## src/rtl/bus_fabric.sv

```systemverilog
// bus_fabric: registered memory-map interconnect, one CPU master to NUM_SLAVES
// slaves. Decodes the master address against per-slave base/size windows,
// forwards a rebased request to the selected slave, and returns registered
// read data with a ready/error completion.
//
// Optional feature macro: BUS_FABRIC_TIMEOUT_EN
//   defined   - ACCESS aborts with an error after TIMEOUT_CYCLES without ready
//   undefined - no timeout counter, ACCESS waits indefinitely for ready
//
// FSM states:
//   state     | meaning
//   ----------+-----------------------------------------------------------
//   ST_IDLE   | waiting for i_request; decodes and latches the request
//   ST_ACCESS | slave enable held; waiting for the selected slave's ready
//   ST_DONE   | o_ready (and o_error) held until the master drops i_request

module bus_fabric #(
  parameter int unsigned                NUM_SLAVES     = 4,
  parameter logic [NUM_SLAVES*32-1:0]   SLAVE_BASE     = {32'h50000000, 32'h10000000,
                                                          32'h00010000, 32'h00000000},
  parameter logic [NUM_SLAVES*32-1:0]   SLAVE_SIZE     = {32'h00000010, 32'h10000000,
                                                          32'h00010000, 32'h00010000},
  parameter int unsigned                TIMEOUT_CYCLES = 255
) (
  input  logic                     i_clock,
  input  logic                     i_reset,
  input  logic                     i_request,
  input  logic                     i_rw,
  input  logic [31:0]              i_address,
  input  logic [31:0]              i_wdata,
  output logic [31:0]              o_rdata,
  output logic                     o_ready,
  output logic                     o_error,
  output logic [NUM_SLAVES-1:0]    o_slave_enable,
  output logic                     o_slave_rw,
  output logic [31:0]              o_slave_address,
  output logic [31:0]              o_slave_wdata,
  input  logic [NUM_SLAVES*32-1:0] i_slave_rdata,
  input  logic [NUM_SLAVES-1:0]    i_slave_ready
);

  localparam int unsigned IDX_W = (NUM_SLAVES > 1) ? $clog2(NUM_SLAVES) : 1;

  typedef enum logic [1:0] {
    ST_IDLE   = 2'd0,
    ST_ACCESS = 2'd1,
    ST_DONE   = 2'd2
  } state_t;

  state_t                state_q, state_d;
  logic [IDX_W-1:0]      idx_q, idx_d;
  logic [NUM_SLAVES-1:0] enable_q, enable_d;
  logic                  rw_q, rw_d;
  logic [31:0]           addr_q, addr_d;
  logic [31:0]           wdata_q, wdata_d;
  logic [31:0]           rdata_q, rdata_d;
  logic                  ready_q, ready_d;
  logic                  error_q, error_d;

`ifdef BUS_FABRIC_TIMEOUT_EN
  localparam int unsigned CNT_W = $clog2(TIMEOUT_CYCLES + 1);
  localparam logic [CNT_W-1:0] CNT_LAST = CNT_W'(TIMEOUT_CYCLES - 1);
  logic [CNT_W-1:0] cnt_q, cnt_d;
`endif

  // Address decode and selected-slave response mux
  logic             hit;
  logic [IDX_W-1:0] hit_idx;
  logic [31:0]      hit_base;
  logic             sel_ready;
  logic [31:0]      sel_rdata;

  // Window decode; scanning from the top index down lets the lowest index
  // win on overlap. 33-bit limits keep base+size = 2^32 from wrapping.
  always_comb begin
    hit      = 1'b0;
    hit_idx  = '0;
    hit_base = '0;
    for (int k = NUM_SLAVES - 1; k >= 0; k--) begin
      if (({1'b0, i_address} >= {1'b0, SLAVE_BASE[k*32 +: 32]}) &&
          ({1'b0, i_address} <  ({1'b0, SLAVE_BASE[k*32 +: 32]} +
                                 {1'b0, SLAVE_SIZE[k*32 +: 32]}))) begin
        hit      = 1'b1;
        hit_idx  = IDX_W'(k);
        hit_base = SLAVE_BASE[k*32 +: 32];
      end
    end
  end

  // Only the latched slave's ready and read data are ever looked at
  always_comb begin
    sel_ready = i_slave_ready[idx_q];
    sel_rdata = i_slave_rdata[int'(idx_q)*32 +: 32];
  end

  // Next-state and registered-output logic
  always_comb begin
    state_d  = state_q;
    idx_d    = idx_q;
    enable_d = enable_q;
    rw_d     = rw_q;
    addr_d   = addr_q;
    wdata_d  = wdata_q;
    rdata_d  = rdata_q;
    ready_d  = ready_q;
    error_d  = error_q;
`ifdef BUS_FABRIC_TIMEOUT_EN
    cnt_d    = cnt_q;
`endif

    case (state_q)
      ST_IDLE: begin
        if (i_request) begin
          if (hit) begin
            idx_d    = hit_idx;
            enable_d = NUM_SLAVES'(1) << hit_idx;
            rw_d     = i_rw;
            addr_d   = i_address - hit_base;
            wdata_d  = i_wdata;
`ifdef BUS_FABRIC_TIMEOUT_EN
            cnt_d    = '0;
`endif
            state_d  = ST_ACCESS;
          end else begin
            rdata_d  = '0;
            ready_d  = 1'b1;
            error_d  = 1'b1;
            state_d  = ST_DONE;
          end
        end
      end

      ST_ACCESS: begin
        if (sel_ready) begin
          rdata_d  = rw_q ? 32'h0 : sel_rdata;
          enable_d = '0;
          ready_d  = 1'b1;
          error_d  = 1'b0;
          state_d  = ST_DONE;
        end
`ifdef BUS_FABRIC_TIMEOUT_EN
        else if (cnt_q == CNT_LAST) begin
          rdata_d  = '0;
          enable_d = '0;
          ready_d  = 1'b1;
          error_d  = 1'b1;
          state_d  = ST_DONE;
        end else begin
          cnt_d    = cnt_q + 1'b1;
        end
`endif
      end

      ST_DONE: begin
        // Dropping the request is what returns us to IDLE, which forces
        // at least one low cycle between transactions.
        if (!i_request) begin
          ready_d = 1'b0;
          error_d = 1'b0;
          state_d = ST_IDLE;
        end
      end

      default: begin
        enable_d = '0;
        ready_d  = 1'b0;
        error_d  = 1'b0;
        state_d  = ST_IDLE;
      end
    endcase
  end

  // State and output registers with synchronous reset
  always_ff @(posedge i_clock) begin
    if (i_reset) begin
      state_q  <= ST_IDLE;
      idx_q    <= '0;
      enable_q <= '0;
      rw_q     <= 1'b0;
      addr_q   <= '0;
      wdata_q  <= '0;
      rdata_q  <= '0;
      ready_q  <= 1'b0;
      error_q  <= 1'b0;
    end else begin
      state_q  <= state_d;
      idx_q    <= idx_d;
      enable_q <= enable_d;
      rw_q     <= rw_d;
      addr_q   <= addr_d;
      wdata_q  <= wdata_d;
      rdata_q  <= rdata_d;
      ready_q  <= ready_d;
      error_q  <= error_d;
    end
  end

`ifdef BUS_FABRIC_TIMEOUT_EN
  // ACCESS timeout counter
  always_ff @(posedge i_clock) begin
    if (i_reset) begin
      cnt_q <= '0;
    end else begin
      cnt_q <= cnt_d;
    end
  end
`endif

  assign o_rdata         = rdata_q;
  assign o_ready         = ready_q;
  assign o_error         = error_q;
  assign o_slave_enable  = enable_q;
  assign o_slave_rw      = rw_q;
  assign o_slave_address = addr_q;
  assign o_slave_wdata   = wdata_q;

endmodule

```

## config.mk

```make
export PLATFORM = sky130hd
export DESIGN_NAME = bus_fabric
export DESIGN_NICKNAME = d
export VERILOG_FILES = /design/src/rtl/bus_fabric.sv
export SDC_FILE = /design/constraint.sdc
export NUM_CORES = 1
export LEC_CHECK = 0
export BUFFER_PORTS_ARGS = -buffer_cell sky130_fd_sc_hd__buf_2
export CAP_MARGIN = 20
export CELL_PAD_IN_SITES_DETAIL_PLACEMENT = 0
export CELL_PAD_IN_SITES_GLOBAL_PLACEMENT = 1
export CORE_MARGIN = 2
export CORE_UTILIZATION = 33
export CTS_BUF_LIST = sky130_fd_sc_hd__clkbuf_4 sky130_fd_sc_hd__clkbuf_8 sky130_fd_sc_hd__clkbuf_16
export CTS_CLUSTER_SIZE = 14
export DETAILED_ROUTE_END_ITERATION = 16
export GPL_TIMING_DRIVEN = 0
export MAX_ROUTING_LAYER = met4
export PLACE_DENSITY = 0.85
export REMOVE_ABC_BUFFERS = 1
export SYNTH_ARGS = -nofsm -noshare
export SYNTH_HDL_FRONTEND = slang
export SYNTH_SLANG_ARGS = --single-unit
```

## constraint.sdc

```tcl
create_clock -name i_clock -period 7 [get_ports i_clock]
set_input_delay 1.4 -clock i_clock [delete_from_list [all_inputs] [get_ports i_clock]]
set_output_delay 1.4 -clock i_clock [all_outputs]
set_load 0.01 [all_outputs]
```

# [Word level (Yosys, flattened, before mapping)]
# Cells that the tools add are included.
[word_totals] in_bits=200 reg_bits=107 output_inout_bits=103
[op_classes] n_eq_ne=7 magnitude_cmp=8 reduce_logical=10 n_bitwise=1 n_shift=2 mux=35 add_sub_neg=1
[ops] op="$mux 32" n=7
[ops] op="$shiftx 128x8->32" n=1
[ops] op="$pmux 32 s2" n=1
[ops] op="$ge 32x17->1 const B" n=1
[ops] op="$ge 32x29->1 const B" n=1
[ops] op="$ge 32x31->1 const B" n=1
[ops] op="$lt 32x17->1 const B" n=1
[ops] op="$lt 32x18->1 const B" n=1
[ops] op="$lt 32x30->1 const B" n=1
[ops] op="$lt 32x31->1 const B" n=1
[ops] op="$sub 32x32->32" n=1
[ops] op="$mux 31" n=1
[ops] op="$mux 2" n=8
[ops] op="$mux 4" n=3
[ops] op="$pmux 4 s3" n=1
[ops] op="$reduce_and 4->1" n=3
[ops] op="$mux 1" n=10
[ops] op="$ne 2x2->1 const B" n=5
[ops] op="$pmux 1 s3" n=2
[ops] op="$pmux 2 s3" n=1
[ops] op="$reduce_and 3->1" n=2
[ops] op="$shl 1x2->4 const A" n=1
[ops] op="$logic_and 1x1->1" n=3
[ops] op="$lt 2x3->1 const B" n=1
[ops] op="other kinds (6)" n=6

# [Depth between registers and ports, before layout]
[depth] ltp_word=10 ltp_mapped=11

# [Worst setup path after synthesis]
# No wires, ideal clock.
[synth_timing] kind="input-to-reg" from="input port i_address[23]" to="register addr_q[30] (netlist: o_slave_address[30])" t_arrival_ps=3740 setup_slack_ps=3127 path_stages=10 n_path_buf=0 path_cell_list="nor4_4 > nand4_2 > nor2_1 > ha_1 > ha_1 > or3b_2 > o41a_1 > or4_1 > nand3_1 > a21oi_1"
[synth_via] elab_chain_cells=7 elab_cells_between_ends=20 cone_classes="add/sub (1); order compare (7); mux (8); reduce/logical (4)"
[synth_rtl] item="start, declared" line="29" text="input logic [31:0] i_address,"
[synth_rtl] item="$ge 32x31->1 / $lt 32x31->1 (equally long branches)" line="80, 81"
[synth_rtl] item="$logic_and 1x1->1" line="80" text="if (({1'b0, i_address} >= {1'b0, SLAVE_BASE[k*32 +: 32]}) &&"
[synth_rtl] item="$mux 31 / $mux 1 (equally long branches)" line="80"
[synth_rtl] item="$mux 32 / $mux 1 (equally long branches) (3 in a row)" line="80"
[synth_rtl] item="$sub 32x32->32 / $reduce_and 3->1 (equally long branches)"
[synth_rtl] item="end signal, assigned" line="190" text="addr_q <= addr_d;"
[synth_rtl] item="end, declared" line="54" text="logic [31:0] addr_q, addr_d;"
# Parallel ways exist; a longest one is shown, timed or not.
# A chain may end at the register's enable or synchronous reset.

# [Worst setup path in the final report]
[layout_timing] from="input port i_address[23]" to="register addr_q[26] (netlist: o_slave_address[26])"
[layout_via] elab_chain_cells=7 elab_cells_between_ends=19 cone_classes="add/sub (1); order compare (7); mux (7); reduce/logical (4)"
[layout_rtl] item="branches (longest 7 deep; another with $ge 32x29->1)"
# Parallel ways; which one is timed is not known.

==> results.cfg <==
[detailed_routing]
post_drt_via_cell_ratio = 4.80
drcViolationCount = 0
vias = 5144
drt-total-wl_um = 16000
dr.pass1.iters = 6
drt_iter0_markers = 139
routedWlPerCell_um = 14.9
ant_nets = 0

[critical_path]
startpoint_type = primary input
cp_max_fo = 6
cp.required_ps = 7270
crit_type = primary input to flip-flop
r2r_start = idx_q[0]
crit_path_end_kind = flip-flop
arrival_ps = 4320
cp-startpoint = i_address[23]

[worst_hold_path]
hp-start = o_slave_wdata[11]
worst_hold_path_type = flip-flop to flip-flop

[die]
die-height_um = 130
fp.dieW_um = 130
design.core.area_mm2 = 0.0157
rows = 46
dieArea_mm2 = 0.0169
initial_utilization_pct = 33.3
num_io_pins = 303

[sta]
worstMarginPinSlew_ps = 895
max_freq_mhz = 247
fin_worst_skew_ps = 9.32
rsz0062_at_grt = no
fin_crit_ps = 4040
finalHoldViolations = 0
fin_crit_sh_pct = 57.8
hold_slack_ps = 450
fin_tns_setup_ps = 0
worst_slack_ps = 2960
finalSetupViolCount = 0
relSlewSlack_pct = 40.4
maxSlewViolCount = 0

[grt]
grt_pass1_wl_um = 23300
overflow = 0
grt_max_degree = 81
grt_pass1_vias = 4519
track_usage_pct = 18.4
antenna_found_initial = 1

[clocking]
cts_tree = done
clk_pin_slew_ps = 80
insertion_delay_ps = 350
cts.sinks = 107
h-tree-depth = 3
hold_buffers = 0
clockBufferDepth = 2
cts_setup_buffers = 0
clock-root-buffer = clkbuf_16
cts_buffers = 9
cts.repair.resized = 0

[yosys]
synth_cell_type_count = 51
netlist_instances = 571
yosys.area.top_type = dfxtp_1
synth_area_mm2 = 0.00523
ys.flop_type = dfxtp_1
yosysSeqAreaShare_pct = 41.0
yosys_warnings = 0
ys_ff_latch = 107
async_flop_share_pct = 0
synth_edf_count = 0
synthTopCellsByArea = dfxtp_1, mux4_2, nand2_1
synth_top_area_share_pct = 41.0
avgSynthCellArea_um2 = 9.16

[power]
power.density_mw_per_mm2 = 180
irDropWorstVdd_v = 0.000148
finalPower_mw = 1.32
p_leak_nw = 3.16

[finish]
final_common_cell = buf_2
layout_common_cells = buf_2, nand2_1, dfxtp_1, a21oi_1, mux4_2
fillers = 1581
drive_gt1_share_pct = 43.8
final_area_mm2 = 0.00731
area_growth_pct = 39.7
finalNetCount = 1053

[place]
dp_hpwl_um = 12500
placed_area_mm2 = 0.00697
place.gp.congestion = 0.825
port_buffers = 302
pre_cts_ws_ps = 2580

[run_status]
outcome = completed

[flow_run]
cap_viol_max_count = 0
==> state kept, by name, summed over array words and instances (netlist names), 2 cells and up <==
register         flops
idx_q                2
state_q              2
o_slave_wdata       32
o_slave_enable       4
o_slave_address     32
o_rdata             32
==> path summary, 6_finish.rpt <==
check                                           end  slack, ps  depth (start not counted)
worst max register to register              o_error       4470                          6
worst min register to register    o_slave_wdata[11]        450                          2
worst max-delay path            o_slave_address[26]       2960                         11
worst min-delay path              o_slave_wdata[11]        450                          2
==> where the power goes <==
group | total, mW | leakage [nW] | internal (mW) | switching, mW
combinational | 0.135 | 2.14 | 0.0742 | 0.0606
clock | 0.568 | 0.160 | 0.327 | 0.240
sequential | 0.613 | 0.863 | 0.611 | 0.00261
==> cells in the mapped netlist (2+ instances only) <==
master	number
nor4_4	2
inv_1	4
nor2_1	21
a21oi_1	62
nand3_1	7
buf_6	3
nand3b_1	3
ha_1	4
nor4_1	4
or3_1	2
xnor2_1	8
mux4_2	33
clkbuf_1	21
nand2_1	171
or4_1	2
nor2b_1	2
nor4b_1	2
and2_1	2
xor2_1	3
a211oi_1	10
buf_1	2
nor3_1	7
or4b_1	3
nor3b_1	3
o21ai_0	8
mux2i_1	32
a311oi_1	2
o31ai_1	2
dfxtp_1	107
nand2b_1	2
nor3_2	2
buf_2	16
==> area by class of cell <==
cell class / instances / area (µm²) / share of cell area [%]
clock inverter: 6 / 93.8 / 1.28
antenna: 1 / 2.50 / 0.0342
sequential: 107 / 2140 / 29.3
clock buffer: 10 / 239 / 3.27
multi-input combinational: 416 / 2890 / 39.5
timing repair buffer: 310 / 1650 / 22.6
tap: 216 / 270 / 3.70
inverter: 5 / 18.8 / 0.257
==> metal layers <==
metal	share of wire [%]	wire (µm)	up-vias	GRT usage (%)
li1	-	-	2566	-
met1	39	6320	2328	20.3
met2	51	8200	230	32.8
met3	7.7	1240	20	4.76
met4	1.6	252	0	5.00
met5	0	0	-	-
==> logic make-up (layout without fill, tap and decap cells) <==
kind of cell / count (synthesis) / after routing / synth area share [%]
AND/OR/NAND/NOR: 242 / 242 / 21.1
buffers and inverters: 48 / 331 / 4.33
adder cells (fa/ha/maj): 4 / 4 / 0.957
flip-flops: 107 / 107 / 41.0
multiplexers: 65 / 65 / 20.3
AO/OA/AOI/OAI: 94 / 94 / 10.5
XOR/XNOR: 11 / 11 / 1.84
other: 0 / 1 / 0
==> critical path: stages <==
cell	delay (ps)
buf_2	150
nor4_4	350
nand4_2	210
nor2_1	230
ha_1	260
ha_1	220
nor3b_1	420
nand2_1	130
or4_2	570
xor2_1	160
a211oi_1	220
==> metrics by stage <==
step,util [%],cells
floorplan,-,528
global placement,43.3,1046
detailed placement,44.4,1054
CTS,46.5,1070
global route,46.5,1071
finish,46.5,1071
Power figures use the tool's default switching activity.
